--- src/rtl/ifid_hazard_stage_if.sv ---
// rtl/ifid_hazard_stage_if.sv - fetch/ID-EX/hazard bundle between the pipeline and the IF/ID stage
//
// Purpose: groups the fetch inputs, ID/EX feedback, hazard outputs and IF/ID
// register outputs of ifid_hazard_stage into one bundle.
// Ports (signals):
//   pc4_in, instr_in          fetched PC+4 and instruction word
//   idex_MemRead, idex_rt     load indication and destination held in ID/EX
//   branch_taken              branch resolved taken in EX this cycle
//   pc_write, ctrl_bubble     hazard controls (combinational)
//   ifid_pc4_out, ifid_instr_out, ifid_valid_out   registered IF/ID contents
//   stall_count, flush_count  saturating event counters
// Modports: master drives the fetch/EX side, slave is the IF/ID stage.
interface ifid_hazard_stage_if #(
    parameter int CNT_W = 16
);
    logic [31:0]      pc4_in;
    logic [31:0]      instr_in;
    logic             idex_MemRead;
    logic [4:0]       idex_rt;
    logic             branch_taken;
    logic             pc_write;
    logic             ctrl_bubble;
    logic [31:0]      ifid_pc4_out;
    logic [31:0]      ifid_instr_out;
    logic             ifid_valid_out;
    logic [CNT_W-1:0] stall_count;
    logic [CNT_W-1:0] flush_count;

    modport master (
        output pc4_in, instr_in, idex_MemRead, idex_rt, branch_taken,
        input  pc_write, ctrl_bubble, ifid_pc4_out, ifid_instr_out,
               ifid_valid_out, stall_count, flush_count
    );

    modport slave (
        input  pc4_in, instr_in, idex_MemRead, idex_rt, branch_taken,
        output pc_write, ctrl_bubble, ifid_pc4_out, ifid_instr_out,
               ifid_valid_out, stall_count, flush_count
    );
endinterface

--- src/rtl/ifid_hazard_stage.sv ---
// rtl/ifid_hazard_stage.sv - IF/ID pipeline register with load-use stall and branch flush
//
// Purpose: holds the fetched PC+4/instruction for decode, stalls one cycle on a
// load-use hazard against the load in ID/EX, squashes the entry on a taken
// branch, and counts stall/flush cycles with saturating counters.
// Ports:
//   clk    rising-edge clock
//   reset  synchronous active-high reset
//   bus    ifid_hazard_stage_if slave modport (see interface header)
module ifid_hazard_stage #(
    parameter int CNT_W = 16
) (
    input  logic                 clk,
    input  logic                 reset,
    ifid_hazard_stage_if.slave   bus
);
    logic [31:0]      pc4_q, pc4_d;
    logic [31:0]      instr_q, instr_d;
    logic             valid_q, valid_d;
    logic [CNT_W-1:0] stall_cnt_q, stall_cnt_d;
    logic [CNT_W-1:0] flush_cnt_q, flush_cnt_d;

    logic [4:0]       rs_id;
    logic [4:0]       rt_id;
    logic             load_use;
    logic             pc_write;
    logic             ctrl_bubble;

    assign rs_id = instr_q[25:21];
    assign rt_id = instr_q[20:16];

    // $zero as load destination is never a hazard; a squashed entry never stalls.
    assign load_use = valid_q & bus.idex_MemRead & (bus.idex_rt != 5'd0)
                    & ((bus.idex_rt == rs_id) | (bus.idex_rt == rt_id));

    always_comb begin
        pc_write    = 1'b1;
        ctrl_bubble = 1'b0;
        pc4_d       = bus.pc4_in;
        instr_d     = bus.instr_in;
        valid_d     = 1'b1;
        stall_cnt_d = stall_cnt_q;
        flush_cnt_d = flush_cnt_q;

        if (reset) begin
            pc_write    = 1'b0;
            ctrl_bubble = 1'b1;
        end else if (bus.branch_taken) begin
            // Flush beats stall: the stalled instruction is on the wrong path anyway.
            ctrl_bubble = 1'b1;
            pc4_d       = 32'h0;
            instr_d     = 32'h0;
            valid_d     = 1'b0;
            if (flush_cnt_q != {CNT_W{1'b1}}) begin
                flush_cnt_d = flush_cnt_q + 1'b1;
            end
        end else if (load_use) begin
            pc_write    = 1'b0;
            ctrl_bubble = 1'b1;
            pc4_d       = pc4_q;
            instr_d     = instr_q;
            valid_d     = valid_q;
            if (stall_cnt_q != {CNT_W{1'b1}}) begin
                stall_cnt_d = stall_cnt_q + 1'b1;
            end
        end
    end

    always_ff @(posedge clk) begin
        if (reset) begin
            pc4_q       <= 32'h0;
            instr_q     <= 32'h0;
            valid_q     <= 1'b0;
            stall_cnt_q <= '0;
            flush_cnt_q <= '0;
        end else begin
            pc4_q       <= pc4_d;
            instr_q     <= instr_d;
            valid_q     <= valid_d;
            stall_cnt_q <= stall_cnt_d;
            flush_cnt_q <= flush_cnt_d;
        end
    end

    assign bus.pc_write       = pc_write;
    assign bus.ctrl_bubble    = ctrl_bubble;
    assign bus.ifid_pc4_out   = pc4_q;
    assign bus.ifid_instr_out = instr_q;
    assign bus.ifid_valid_out = valid_q;
    assign bus.stall_count    = stall_cnt_q;
    assign bus.flush_count    = flush_cnt_q;
endmodule

--- src/flat_wrapper.sv ---
// flat-port wrapper written by rule: the top's interface ports become plain ports
module ifid_hazard_stage_flat 
#(
    parameter int CNT_W = 16
)
  (clk, reset, bus_pc4_in, bus_instr_in, bus_idex_MemRead, bus_idex_rt, bus_branch_taken, bus_pc_write, bus_ctrl_bubble, bus_ifid_pc4_out, bus_ifid_instr_out, bus_ifid_valid_out, bus_stall_count, bus_flush_count);
  ifid_hazard_stage_if #(.CNT_W(CNT_W)) bus_i ();
  input  logic clk;
  input  logic reset;
  input wire logic [$bits(bus_i.pc4_in)-1:0] bus_pc4_in;
  input wire logic [$bits(bus_i.instr_in)-1:0] bus_instr_in;
  input wire logic [$bits(bus_i.idex_MemRead)-1:0] bus_idex_MemRead;
  input wire logic [$bits(bus_i.idex_rt)-1:0] bus_idex_rt;
  input wire logic [$bits(bus_i.branch_taken)-1:0] bus_branch_taken;
  output wire logic [$bits(bus_i.pc_write)-1:0] bus_pc_write;
  output wire logic [$bits(bus_i.ctrl_bubble)-1:0] bus_ctrl_bubble;
  output wire logic [$bits(bus_i.ifid_pc4_out)-1:0] bus_ifid_pc4_out;
  output wire logic [$bits(bus_i.ifid_instr_out)-1:0] bus_ifid_instr_out;
  output wire logic [$bits(bus_i.ifid_valid_out)-1:0] bus_ifid_valid_out;
  output wire logic [$bits(bus_i.stall_count)-1:0] bus_stall_count;
  output wire logic [$bits(bus_i.flush_count)-1:0] bus_flush_count;
  assign bus_i.pc4_in = bus_pc4_in;
  assign bus_i.instr_in = bus_instr_in;
  assign bus_i.idex_MemRead = bus_idex_MemRead;
  assign bus_i.idex_rt = bus_idex_rt;
  assign bus_i.branch_taken = bus_branch_taken;
  assign bus_pc_write = bus_i.pc_write;
  assign bus_ctrl_bubble = bus_i.ctrl_bubble;
  assign bus_ifid_pc4_out = bus_i.ifid_pc4_out;
  assign bus_ifid_instr_out = bus_i.ifid_instr_out;
  assign bus_ifid_valid_out = bus_i.ifid_valid_out;
  assign bus_stall_count = bus_i.stall_count;
  assign bus_flush_count = bus_i.flush_count;
  ifid_hazard_stage #(.CNT_W(CNT_W)) u_core (.clk(clk), .reset(reset), .bus(bus_i));
endmodule
--- config.mk ---
export PLATFORM = sky130hd
export DESIGN_NAME = ifid_hazard_stage_flat
export DESIGN_NICKNAME = d
export VERILOG_FILES = /design/src/rtl/ifid_hazard_stage_if.sv /design/src/rtl/ifid_hazard_stage.sv /design/src/flat_wrapper.sv
export SDC_FILE = /design/constraint.sdc
export NUM_CORES = 1
export LEC_CHECK = 0
export ABC_AREA = 1
export BUFFER_PORTS_ARGS = -buffer_cell sky130_fd_sc_hd__buf_4
export CORE_UTILIZATION = 50
export CTS_BUF_LIST = sky130_fd_sc_hd__clkbuf_4
export DETAILED_ROUTE_END_ITERATION = 7
export GPL_TIMING_DRIVEN = 0
export PLACE_DENSITY = 0.82
export SLEW_MARGIN = 20
export SYNTH_ARGS = -nofsm -noshare
export SYNTH_HDL_FRONTEND = slang
export SYNTH_SLANG_ARGS = --single-unit
--- constraint.sdc ---
create_clock -name clk -period 1.8 [get_ports clk]
set_input_delay 0.27 -clock clk [delete_from_list [all_inputs] [get_ports clk]]
set_output_delay 0.27 -clock clk [all_outputs]
set_load 0.02 [all_outputs]
Word-level counts from Yosys, hierarchy flattened
Cells that the tools add are included.
{"block": "totals", "register_bits": 97, "inputBits": 73, "output_inout_bits": 99, "wordCells": 26}
{"block": "classes", "addsub": 2, "n_eq_ne": 4, "mux": 6, "n_bitwise": 5, "n_reduce_logical": 4}
{"operator": "$add 16x1->16 const B", "n": 2}
{"operator": "$ne 16x16->1 const B", "n": 2}
{"operator": "$eq 5x5->1", "n": 2}
{"operator": "$mux 1", "n": 6}
{"operator": "$reduce_bool 5->1", "n": 1}
{"operator": "$and 1x1->1", "n": 3}
{"operator": "$reduce_and 3->1", "n": 1}
{"operator": "$reduce_and 2->1", "n": 1}
{"operator": "$reduce_or 2->1", "n": 1}
{"operator": "$not 1->1", "n": 1}
{"operator": "$or 1x1->1", "n": 1}

Logic depth before layout (Yosys ltp)
{"block": "depth", "ltp_word": 6, "ltp_mapped": 11, "depth_no_buf": 10}

Worst setup path after synthesis
No wires, ideal clock.
{"block": "synth_timing", "path_kind": "reg2out", "start": "register u_core.instr_q[20] (netlist: u_core.bus.ifid_instr_out[20])", "end": "output port bus_pc_write", "t_arrival_ns": 1.453, "t_required_ns": 1.530, "slack_ns": 0.077, "path_stages_with_launch": 11, "n_path_buf": 1, "cell_sequence": "dfxtp_1 > inv_1 > nand2_1 > nand2_1 > nor2_1 > nand3_1 > nand2_4 > nand2_4 > clkbuf_1 > o21ai_0 > inv_1"}
{"block": "synth_via", "elab_chain_len": 6}
{"element": "start: declaration", "line": "ifid_hazard_stage.sv:18", "source": "logic [31:0] instr_q, instr_d;"}
{"element": "start signal: assignment", "line": "ifid_hazard_stage.sv:78", "source": "instr_q <= instr_d;"}
{"element": "$eq 5x5->1", "line": "ifid_hazard_stage.sv:34", "source": "& ((bus.idex_rt == rs_id) | (bus.idex_rt == rt_id));"}
{"element": "$or 1x1->1", "line": "ifid_hazard_stage.sv:34"}
{"element": "$and 1x1->1", "line": "ifid_hazard_stage.sv:34"}
{"element": "$mux 1", "line": "ifid_hazard_stage.sv:57", "source": "end else if (load_use) begin"}
{"element": "$mux 1", "line": "ifid_hazard_stage.sv:48", "source": "end else if (bus.branch_taken) begin"}
{"element": "$mux 1", "line": "ifid_hazard_stage.sv:45", "source": "if (reset) begin"}
{"element": "end: declaration", "line": "flat_wrapper.sv:15", "source": "output wire logic [$bits(bus_i.pc_write)-1:0] bus_pc_write;"}
No other way between the ends.

Worst setup path in the final report
{"block": "layout_timing", "start": "register u_core.instr_q[20] (netlist: u_core.bus.ifid_instr_out[20])", "end": "output port bus_ctrl_bubble"}
{"block": "layout_via", "elab_chain_len": 6}
{"element": "$eq 5x5->1", "line": "ifid_hazard_stage.sv:34"}
{"element": "$or 1x1->1", "line": "ifid_hazard_stage.sv:34"}
{"element": "$and 1x1->1", "line": "ifid_hazard_stage.sv:34"}
{"element": "$mux 1", "line": "ifid_hazard_stage.sv:57"}
{"element": "$mux 1", "line": "ifid_hazard_stage.sv:48"}
{"element": "$mux 1", "line": "ifid_hazard_stage.sv:45"}
{"element": "end: declaration", "line": "flat_wrapper.sv:16", "source": "output wire logic [$bits(bus_i.ctrl_bubble)-1:0] bus_ctrl_bubble;"}
No other way between the ends.

==> flow_summary.json <==
{
  "status": "complete, but fails checks",
  "cts.hold.buffers_added": 0,
  "power.internal_w": 0.002956,
  "rsz0062_at_grt": "yes",
  "initial_core_util": 0.5228,
  "instances_no_fill": 934,
  "clk_latency_ns": 0.45,
  "grtUsageTotal": 0.2840,
  "cts-root-buf": "clkbuf_4",
  "endpoint_kind": "output pin",
  "antenna_found_initial": 0,
  "worst_slack_ns": -0.1702,
  "rows": 33,
  "grt_pass1_wl_mm": 20.22,
  "hold_viol_final": 0,
  "nNetsFinal": 899,
  "antenna_left": 0,
  "worst-endpoint-required_ns": 1.53,
  "hold_class": "in -> reg",
  "power.share.clock": 0.302,
  "syn_nets": 702,
  "fp.dieH_um": 95.16,
  "dp_cells": 903,
  "irDropWorstVdd_uv": 469.4,
  "routedWlPerCell_um": 14.02,
  "setup_tns_ns": -0.3186,
  "h-tree-depth": 3,
  "synthTopCellsByArea": "dfxtp_1, nor2_1, nand2_1",
  "drt_iter0_drc": 188,
  "path_clk_slew_ns": 0.17,
  "avgViaCountPerCell": 5.244,
  "tightestPinTransition_ns": 0.6562,
  "die_area_um2": 9054,
  "cts_tree": "built",
  "synth_area_um2": 4339,
  "layout_min_cycle_time_ns": 1.970,
  "drc": 0,
  "cap_violations": 0,
  "gp_congestion": 0.9141,
  "drive_gt1_frac": 0.3341,
  "critical_path_class": "reg -> out",
  "power_switching_w": 0.001162,
  "grt_pass1_vias": 4511,
  "grt_max_degree": 19,
  "port_buffers": 171,
  "power_switching_share": 0.2822,
  "fin_crit_sh": 1.095,
  "p_comb_frac": 0.148,
  "synth.distinct_cells": 27,
  "crit_arrival_ns": 1.70,
  "finalMaxSlewViolations": 0,
  "dieWidth_um": 95.16,
  "yosysTopAreaCell": "dfxtp_1",
  "totalWireLength_mm": 13.10,
  "n_antenna_cell": 0,
  "final-setup-viol-count": 2,
  "yosysSeqAreaShare": 0.4475,
  "synth_top_area_frac": 0.4475,
  "finClkSkew_ns": 0.02251,
  "p_seq_frac": 0.550,
  "ys_ff_latch": 97,
  "areaGrowthSynthToFinish_pct": 44.69,
  "whs_ns": 0.02797,
  "syn-instance-count": 627,
  "syn_area_per_cell_um2": 6.921,
  "worstSetupStartpointType": "flop",
  "design.core.area_um2": 8299,
  "violations": "setup timing",
  "ios": 172,
  "p_leak_nw": 2.852,
  "grt.overflow.total": 0,
  "clock_path_buffers": 2,
  "final_common_cell": "buf_4",
  "ys.warnings.count": 0,
  "cp_max_fo": 4,
  "dr_total_vias": 4898,
  "power_density_nw_per_um2": 655.8,
  "dpl.hpwl_mm": 9.493,
  "first_pass_iters": 5,
  "slew_headroom": 0.5626,
  "cts_sinks": 97,
  "timing.fmax_ghz": 0.5076,
  "cts_buffers": 9,
  "final_cell_mix": "buf_4, nor2_1, nand2_1, dfxtp_1, inv_1"
}
synthesized netlist by cell type:
cell type / count
buf_4: 7
o211a_1: 1
nor3_1: 8
buf_1: 2
nand3b_1: 2
nand2_1: 105
clkinv_2: 1
nand2_4: 2
a21oi_1: 18
nor2_2: 2
xor2_1: 8
buf_6: 4
dfxtp_1: 97
ha_1: 2
o21ai_1: 20
o21ai_2: 1
inv_2: 5
clkbuf_1: 13
o21ai_0: 52
nor2_1: 185
a31oi_1: 1
buf_2: 3
nand4_1: 25
nand3_2: 2
nand3_1: 20
xnor2_1: 5
inv_1: 36
layout make-up:
class,count,area (um^2)
inverter,42,170.2
timing repair buffer,187,1459
buffer,28,214.0
clock inverter,7,81.33
tap,105,131.4
sequential,97,1964
multi-input combinational,459,2191
fill,647,2021
clock buffer,9,67.56
cell families after synthesis:
kind of cell	share of synthesized area
AO/OA/AOI/OAI	0.1096
buffers and inverters	0.07555
adder cells (fa/ha/maj)	0.005766
XOR/XNOR	0.02624
AND/OR/NAND/NOR	0.3354
flip-flops	0.4475
worst max-delay path, stage by stage, from the launching register on:
cell,delay (ns)
dfxtp_2,0.38
inv_1,0.04
nand2_1,0.05
nand2_1,0.05
nor2_1,0.10
nand3_1,0.13
nand2_4,0.13
nand2_8,0.05
buf_4,0.16
nand2_1,0.07
buf_6,0.12
flip-flops by register name, indices dropped and copies added (netlist names):
name / count
u_core.bus.flush_count: 16
u_core.bus.ifid_instr_out: 32
u_core.bus.ifid_pc4_out: 32
u_core.bus.ifid_valid_out: 1
u_core.bus.stall_count: 16
final timing paths:
check | from | end | slack [ns] | cells after the start
setup / recovery | u_core.bus.ifid_instr_out[20]$_SDFFE_PP0N_ | bus_ctrl_bubble | -0.17 | 10
setup reg to reg | u_core.bus.ifid_instr_out[20]$_SDFFE_PP0N_ | u_core.bus.ifid_instr_out[1]$_SDFFE_PP0N_ | 0.03 | 13
hold / removal | bus_pc4_in[18] | u_core.bus.ifid_pc4_out[18]$_SDFFE_PP0N_ | 0.03 | 3
hold reg to reg | u_core.bus.flush_count[13]$_SDFFE_PP0P_ | u_core.bus.flush_count[13]$_SDFFE_PP0P_ | 0.51 | 2
metrics by stage:
step / util / area [um^2] / power (W) / setup WS (ns)
6_report: 0.7565 / 6279 / 0.004118 / -0.1702
4_1_cts: 0.7231 / 6001 / 0.004095 / -0.1507
3_5_place_dp: 0.6934 / 5754 / 0.002866 / -0.2031
3_3_place_gp: 0.6934 / 5754 / 0.002852 / -0.2171
5_1_grt: 0.7565 / 6279 / 0.004280 / -0.3067
2_1_floorplan: - / 4339 / 0.002572 / 0.07747
power by group through the flow:
stage	Clock, W	Combinational (W)	Sequential (W)
2_1_floorplan	0	0.000192	0.00238
3_3_place_gp	0	0.000550	0.00230
4_1_cts	0.00126	0.000579	0.00226
5_1_grt	0.00134	0.000662	0.00227
6_report	0.00124	0.000610	0.00227
3_5_place_dp	0	0.000561	0.00231
routing by layer:
layer  vias to the layer above  share of wire  GRT usage
met5                         -              0          0
met4                         0          0.022     0.1086
met3                        28          0.081    0.07735
met2                       197           0.51     0.5000
met1                      2262           0.39     0.3251
li1                       2411              -          -
what timing repair did:
action | 4_1_cts | 5_1_grt
setup buffers | 8 | 6
setup endpoints to repair | 15 | 79
pin swaps | 4 | 9
gates resized for setup | 19 | 91
gates cloned | 0 | 2
Power figures use the tool's default switching activity.
